$ cat config.mk
export PLATFORM = sky130hd
export DESIGN_NAME = regfile_mp
export DESIGN_NICKNAME = d
export VERILOG_FILES = /design/src/rtl/mips_rf_pkg.sv /design/src/rtl/regfile_clr_seq.sv /design/src/rtl/regfile_mp.sv
export SDC_FILE = /design/constraint.sdc
export NUM_CORES = 2
export LEC_CHECK = 0
export BUFFER_PORTS_ARGS = -buffer_cell sky130_fd_sc_hd__buf_2
export CORE_MARGIN = 1.5
export CORE_UTILIZATION = 30
export DETAILED_ROUTE_END_ITERATION = 12
export GPL_TIMING_DRIVEN = 0
export RECOVER_POWER = 100
export SETUP_SLACK_MARGIN = 0.02
export SYNTH_ARGS = -nofsm -noshare
export SYNTH_HDL_FRONTEND = slang
export SYNTH_SLANG_ARGS = --single-unit
$ cat constraint.sdc
create_clock -name clk -period 8.5 [get_ports clk]
set_input_delay 0 -clock clk [delete_from_list [all_inputs] [get_ports clk]]
set_output_delay 0 -clock clk [all_outputs]
set_load 0.05 [all_outputs]
$ cat src/rtl/mips_rf_pkg.sv
// Shared types and helpers for the multi-port MIPS register file.
package mips_rf_pkg;

    // The sequencer is in CLEAR while it zeroes the array after reset, then in RUN.
    typedef enum logic {
        RF_CLEAR = 1'b0,
        RF_RUN   = 1'b1
    } rf_state_t;

    // Address width for a given entry count.
    // Never returns less than 1, so that a 1-entry array still has a legal address bus.
    function automatic int rf_addr_w(input int depth);
        return (depth > 1) ? $clog2(depth) : 1;
    endfunction

endpackage

$ cat src/rtl/regfile_clr_seq.sv
// Post-reset clear sequencer for the register file.
// It sweeps every entry once, writing zero to each, and then raises ready.
module regfile_clr_seq
    import mips_rf_pkg::*;
#(
    parameter  int DEPTH = 32,
    localparam int AW    = rf_addr_w(DEPTH)
) (
    input  logic          clk,
    input  logic          reset_n,
    output logic          ready,
    output logic          clr_we,
    output logic [AW-1:0] clr_addr
);

    localparam logic [AW-1:0] LAST = AW'(DEPTH - 1);

    rf_state_t     state, state_nx;
    logic [AW-1:0] ptr, ptr_nx;

    // State and pointer register. Reset is synchronous, so every sweep restarts at entry 0.
    // NOTE: sequential state uses non-blocking (<=) so all flops update together at the edge.
    always_ff @(posedge clk) begin
        if (!reset_n) begin
            state <= RF_CLEAR;
            ptr   <= '0;
        end else begin
            state <= state_nx;
            ptr   <= ptr_nx;
        end
    end

    // Next-state and sweep outputs.
    // The pointer holds at DEPTH-1 on the final clear cycle, so it never wraps.
    // NOTE: every output gets a default first, so no path leaves a value unassigned (no latch).
    always_comb begin
        state_nx = state;
        ptr_nx   = ptr;
        clr_we   = 1'b0;
        clr_addr = ptr;
        ready    = 1'b0;
        case (state)
            RF_CLEAR: begin
                clr_we = 1'b1;
                if (ptr == LAST) begin
                    state_nx = RF_RUN;
                end else begin
                    ptr_nx = ptr + 1'b1;
                end
            end
            RF_RUN: begin
                ready = 1'b1;
            end
            default: begin
                state_nx = RF_CLEAR;
            end
        endcase
    end

endmodule

$ cat src/rtl/regfile_mp.sv
// Multi-port integer register file: 2 combinational read ports and 2 clocked write ports.
// Write port 1 wins when both ports write the same address.
// Optional same-cycle write-to-read bypass and an optional hardwired-zero entry 0.
module regfile_mp
    import mips_rf_pkg::*;
#(
    parameter  int WIDTH   = 32,
    parameter  int DEPTH   = 32,
    parameter  bit R0_ZERO = 1'b1,
    parameter  bit BYPASS  = 1'b1,
    localparam int AW      = rf_addr_w(DEPTH)
) (
    input  logic             clk,
    input  logic             reset_n,
    output logic             ready,
    input  logic             we0,
    input  logic [AW-1:0]    wa0,
    input  logic [WIDTH-1:0] wd0,
    input  logic             we1,
    input  logic [AW-1:0]    wa1,
    input  logic [WIDTH-1:0] wd1,
    input  logic [AW-1:0]    ra0,
    input  logic [AW-1:0]    ra1,
    output logic [WIDTH-1:0] rd0,
    output logic [WIDTH-1:0] rd1
);

    logic [WIDTH-1:0] mem [DEPTH];

    logic          clr_we;
    logic [AW-1:0] clr_addr;
    logic          commit0, commit1;
    logic [AW-1:0] ra [2];
    logic [WIDTH-1:0] rd [2];

    regfile_clr_seq #(
        .DEPTH (DEPTH)
    ) u_clr_seq (
        .clk      (clk),
        .reset_n  (reset_n),
        .ready    (ready),
        .clr_we   (clr_we),
        .clr_addr (clr_addr)
    );

    // Write qualification.
    // Port 0 yields to port 1 on an address collision.
    // When R0_ZERO is set, writes to entry 0 are dropped.
    always_comb begin
        commit0 = we0 && !(we1 && (wa1 == wa0)) && !(R0_ZERO && (wa0 == '0));
        commit1 = we1 && !(R0_ZERO && (wa1 == '0));
    end

    // Storage write mux.
    // During the sweep only the clear write lands; the ports are ignored.
    // Nothing is written on a reset edge.
    // NOTE: the array has no reset term; it is cleared by the sweep, which keeps it a plain RAM.
    always_ff @(posedge clk) begin
        if (reset_n) begin
            if (clr_we) begin
                mem[clr_addr] <= '0;
            end else begin
                if (commit0) mem[wa0] <= wd0;
                if (commit1) mem[wa1] <= wd1;
            end
        end
    end

    // Gather the read addresses so both ports share one mux description.
    always_comb begin
        ra[0] = ra0;
        ra[1] = ra1;
    end

    // Read muxes.
    // With BYPASS set, port 1's same-cycle write is forwarded first, then port 0's.
    // Output is 0 until ready, and 0 for entry 0 when R0_ZERO is set.
    always_comb begin
        for (int p = 0; p < 2; p++) begin
            rd[p] = mem[ra[p]];
            if (BYPASS) begin
                if (we1 && (wa1 == ra[p])) begin
                    rd[p] = wd1;
                end else if (we0 && (wa0 == ra[p])) begin
                    rd[p] = wd0;
                end
            end
            if (!ready || (R0_ZERO && (ra[p] == '0))) begin
                rd[p] = '0;
            end
        end
    end

    assign rd0 = rd[0];
    assign rd1 = rd[1];

endmodule

# Word-level counts from Yosys, hierarchy flattened
# Memory sizes are Yosys's and may differ from the RTL's.
# Index checks and enable logic that the tools add are counted.
# word_totals
n_memories,1
ramBits,1024
input_bits,88
reg_bits,6
# op_classes
mux,23
n_eq_ne,6
addsub,1
bitwise,2
n_reduce_logical,20
# memory_table
name,words,word_bits,rd,rd_ports_with_merged_regs,wr,line_no,source
mem,32,32,2,0,2,regfile_mp.sv:28,logic [WIDTH-1:0] mem [DEPTH];
# op_table
cell,count
$mux W32,7
$reduce_or A32 Y1,1
$eq A5 B5 Y1,5
$logic_not A5 Y1,4
$mux W1,15
$logic_and A1 B1 Y1,8
$add A5 B1 Y5 const B,1
$eq A5 B5 Y1 const B,1
$mux W5,1
$logic_not A1 Y1,4
$logic_or A1 B1 Y1,2
$not A1 Y1,2
$reduce_and A2 Y1,1

# Longest topological paths before layout
# logic_depth
word_depth,11
mapped_depth,9

# Modules after synthesis
# From an unflattened synthesis, not the netlist that was laid out.
# hier_totals
hier_cells,5539
hier_area_um2,60820.8
# modules_own_cells
mod,area_each_um2,cells_per_inst,seq_area_each_um2,instances
regfile_mp,60543.1,5512,30749.5,1
regfile_clr_seq,277.8,27,120.1,1

# Least setup slack after synthesis
# Ideal clock, no wire load.
# synth_path
path_kind,flip-flop to flip-flop
startpoint,reg u_clr_seq.state
endpoint,mem mem[3][0] (enable)
setup_time_ps,433
period_less_slack_ps,4072
setup_slack_ps,4428
path_stages_with_launch,8
path_buffers,2
t_required_ps,8067
arrival_time_ps,3639
path_cell_list,dfxtp_1 > and3_1 > o31ai_1 > a31oi_2 > buf_4 > buf_6 > mux2_4 > o22ai_1
# synth_rtl
item,line_no,source
from (decl),regfile_clr_seq.sv:18,"rf_state_t state, state_nx;"
from (signal assigned),regfile_clr_seq.sv:28,state <= state_nx;
to (decl),regfile_mp.sv:28,

==> metrics.yaml <==
outcome:
  run_status: "complete, but fails checks"
  failed_checks: "capacitance limit, slew limit"
yosys:
  synth_edf_count: 1024
  yosys.area.top_type: "edfxtp_1"
  ys_seq_area_frac: 0.515
  yosys.area.top_type_share: 0.513
  yosys-top-cells-area: "edfxtp_1 51%, mux4_2 19%, o21ai_0 9.3%, nand2_1 6.5%, clkbuf_1 2.8%"
  synthArstFlopShare: 0
  ys_ff_latch: 1030
  syn-num-nets: 5186
  synthCells: 5096
  synth_flop_cell: "edfxtp_1"
  syn_area_sq_mm: 0.0600
  ys_warn_count: 0
  avgSynthCellArea_sq_um: 11.8
  yosysUniqueCellTypes: 56
final_layout:
  layout-drive-gt1-share: 0.171
  area_delta_synth_final_pct: 14.6
  num-fill-cells: 19500
  layout_common_cells: "1,119 x o21ai_0, 1,038 x nand2_1, 1,024 x edfxtp_1"
  multiInputGateArea_sq_mm: 0.0264
  nets: 5524
  layout_commonest_cell: "o21ai_0"
  design_area_sq_mm: 0.0688
  final-seq-area_sq_mm: 0.0309
clock_network:
  post_cts_buffers: 0
  clock_sinks: 1030
  cts_tree: "yes"
  clk_latency_ps: 770
  cts_made_buffers: 110
  clockBufferDepth: 3
  cts.htree.levels: 3
  cts_resized: 0
  clk_pin_slew_ps: 70
  clock-root-buffer: "clkbuf_16"
route:
  drc_errors: 0
  drt_iter0_drc: 8553
  viasPerCell: 6.21
  wl_per_cell_um: 33.3
  num_vias: 50700
  drt-total-wl_mm: 272
  drtAntennaViolNets: 0
  drt_pass1_iterations: 9
sta:
  period_share: 0.799
  max_slew.worst_pin.slew_ps: 2590
  relSlewSlack: -0.737
  worst_hold_slack_ps: 68.7
  finalMaxSlewViolations: 164
  fmax_mhz: 147
  final_hold_viol_count: 0
  layout_min_cycle_time_ps: 6790
  clock_skew_ps: 23.6
  finalSetupViolCount: 0
  rsz0062_at_grt: "false"
  tns_ps: 0
  fin_ws_ps: 1710
worst_hold_path:
  hold_class: "in2reg"
  hold_start: "wd0[0]"
  hold_end: "mem[2][0]"
  hold_depth: 3
floorplanning:
  die_area_sq_mm: 0.203
  start_util: 0.303
  fp.dieW_um: 450
  placementRows: 163
  core_sq_mm: 0.198
  io_pins: 153
  fp.dieH_um: 450
setup_path:
  cp.required_ps: 8850
  rr_endpoint: "mem[31][4]"
  path_delay_family: "compound AO/OA/AOI/OAI gates"
  crit_fanout: 19
  path_buf_inv: 2
  worstSetupStartpointType: "flop"
  r2r-start: "u_clr_seq.state"
  crit_path_cell_trace: "and3_1 -> o31ai_1 -> a31oi_1 -> clkbuf_1 -> a31oi_1 -> o22ai_4 -> clkbuf_1"
  slowest_delay_ps: 1490
  arrival_ps: 7140
  rr_worst_depth: 7
  worstSetupEndpointType: "flop"
  reg2reg_slack_ps: 1710
  crit_type: "reg2reg"
  slowest_stage: "a31oi_1"
grt:
  grt_overflow: 0
  grt_max_degree: 26
  grt_pass1_wl_mm: 372
  grt_pass1_vias: 48100
  antenna_found_initial: 15
  globalRouteTotalUtil: 0.261
power:
  switchingPower_mw: 2.87
  p_per_area_mw_per_mm2: 164
  p_sw_frac: 0.254
  ir_worst_vdd_mv: 0.171
  leakagePower_nw: 20.1
  pwr-share-seq: 0.492
  clockPowerShare: 0.414
  p_comb_frac: 0.094
  intPower_mw: 8.41
placement:
  routabilityCongestion: 1.04
  io_buffer_count: 109
  pre_cts_ws_ps: 3840
  hpwlAfterDp_mm: 207
  placed_area_sq_mm: 0.0649
flow_run:
  cap_violations: 15
## power by group through the flow
stage                     sequential, mW  clock, mW  combinational [mW]
after global routing                5.56       4.82                1.07
final                               5.56       4.67                1.06
after floorplan                     5.66          0               0.567
after global placement              5.67          0               0.971
after CTS                           5.56       4.63                1.03
after detailed placement            5.66          0                1.00
## synth_stat cells, drive strengths merged (4+ instances only)
library cell / n
nor3b: 7
edfxtp: 1024
mux2: 4
or2: 4
nand2: 1038
inv: 36
dfxtp: 6
nand3: 189
a32oi: 63
buf: 205
or3: 4
a31oi: 6
nand2b: 5
a22oi: 123
nor2: 29
o21ai: 1119
nor2b: 5
and2: 8
xnor2: 10
mux4: 513
clkbuf: 462
o22ai: 19
xor2: 18
o21bai: 13
nor3: 15
mux2i: 133
## kinds of logic after synthesis
group / count (synthesis) / share of synthesized area
xor gates and xnor gates: 28 / 0.00409
and+or+nand+nor: 1326 / 0.0912
AOI/OAI and AO/OA: 1357 / 0.125
buffers and inverters: 703 / 0.0495
muxes: 650 / 0.216
DFF: 1030 / 0.515
adders and majority gates: 2 / 0.000417
## flip-flops by register name (all words and copies together) (netlist names)
name / cells
u_clr_seq.clr_addr: 5
u_clr_seq.state: 1
mem: 1024
## metrics by stage
| step | power, mW | util | std cells |
|---|---|---|---|
| after detailed placement | 6.66 | 0.328 | 7878 |
| after CTS | 11.2 | 0.349 | 8161 |
| after global placement | 6.64 | 0.322 | 7845 |
| after floorplan | 6.23 | - | 5096 |
| after global routing | 11.4 | 0.347 | 8169 |
| final | 11.3 | 0.347 | 8171 |
## worst register-to-register path, cell delays in order, from the launching register on
cell,delay [ps]
dfxtp_1,640
and3_1,250
o31ai_1,70
a31oi_1,1490
clkbuf_1,830
a31oi_1,890
o22ai_4,910
clkbuf_1,1290
## metal layers
layer | up-vias | track usage | share of wire
met5 | - | 0 | 0.000095
met4 | 4 | 0.208 | 0.095
met3 | 867 | 0.0755 | 0.14
met2 | 4372 | 0.376 | 0.42
met1 | 25400 | 0.326 | 0.35
li1 | 20100 | - | -
## cell type report
cell class,count,area share
Sequential cell,1030,0.449
Multi-Input combinational cell,3363,0.383
Tap cell,2640,0.0480
Clock buffer,148,0.0433
Buffer,667,0.0409
Timing Repair Buffer,226,0.0287
Clock inverter,52,0.00464
Inverter,36,0.00197
Antenna cell,9,0.000328
## worst max-delay path by stage
stage	slack [ps]	start	cells after the start	end
6_report	1710	u_clr_seq.state	7	mem[31][4]
5_1_grt	1850	u_clr_seq.state	7	mem[31][11]
4_1_cts	3820	u_clr_seq.state	8	mem[4][4]
3_5_place_dp	3840	u_clr_seq.state	8	mem[4][6]
3_3_place_gp	1740	u_clr_seq.state	7	mem[5][4]
2_1_floorplan	4430	u_clr_seq.state	7	mem[3][0]
## what timing repair did
action                     CTS  global route
hold endpoints to repair   161             0
hold buffers                83             0
setup endpoints to repair    0             0
Note: power is estimated with default switching activity, not from simulation.
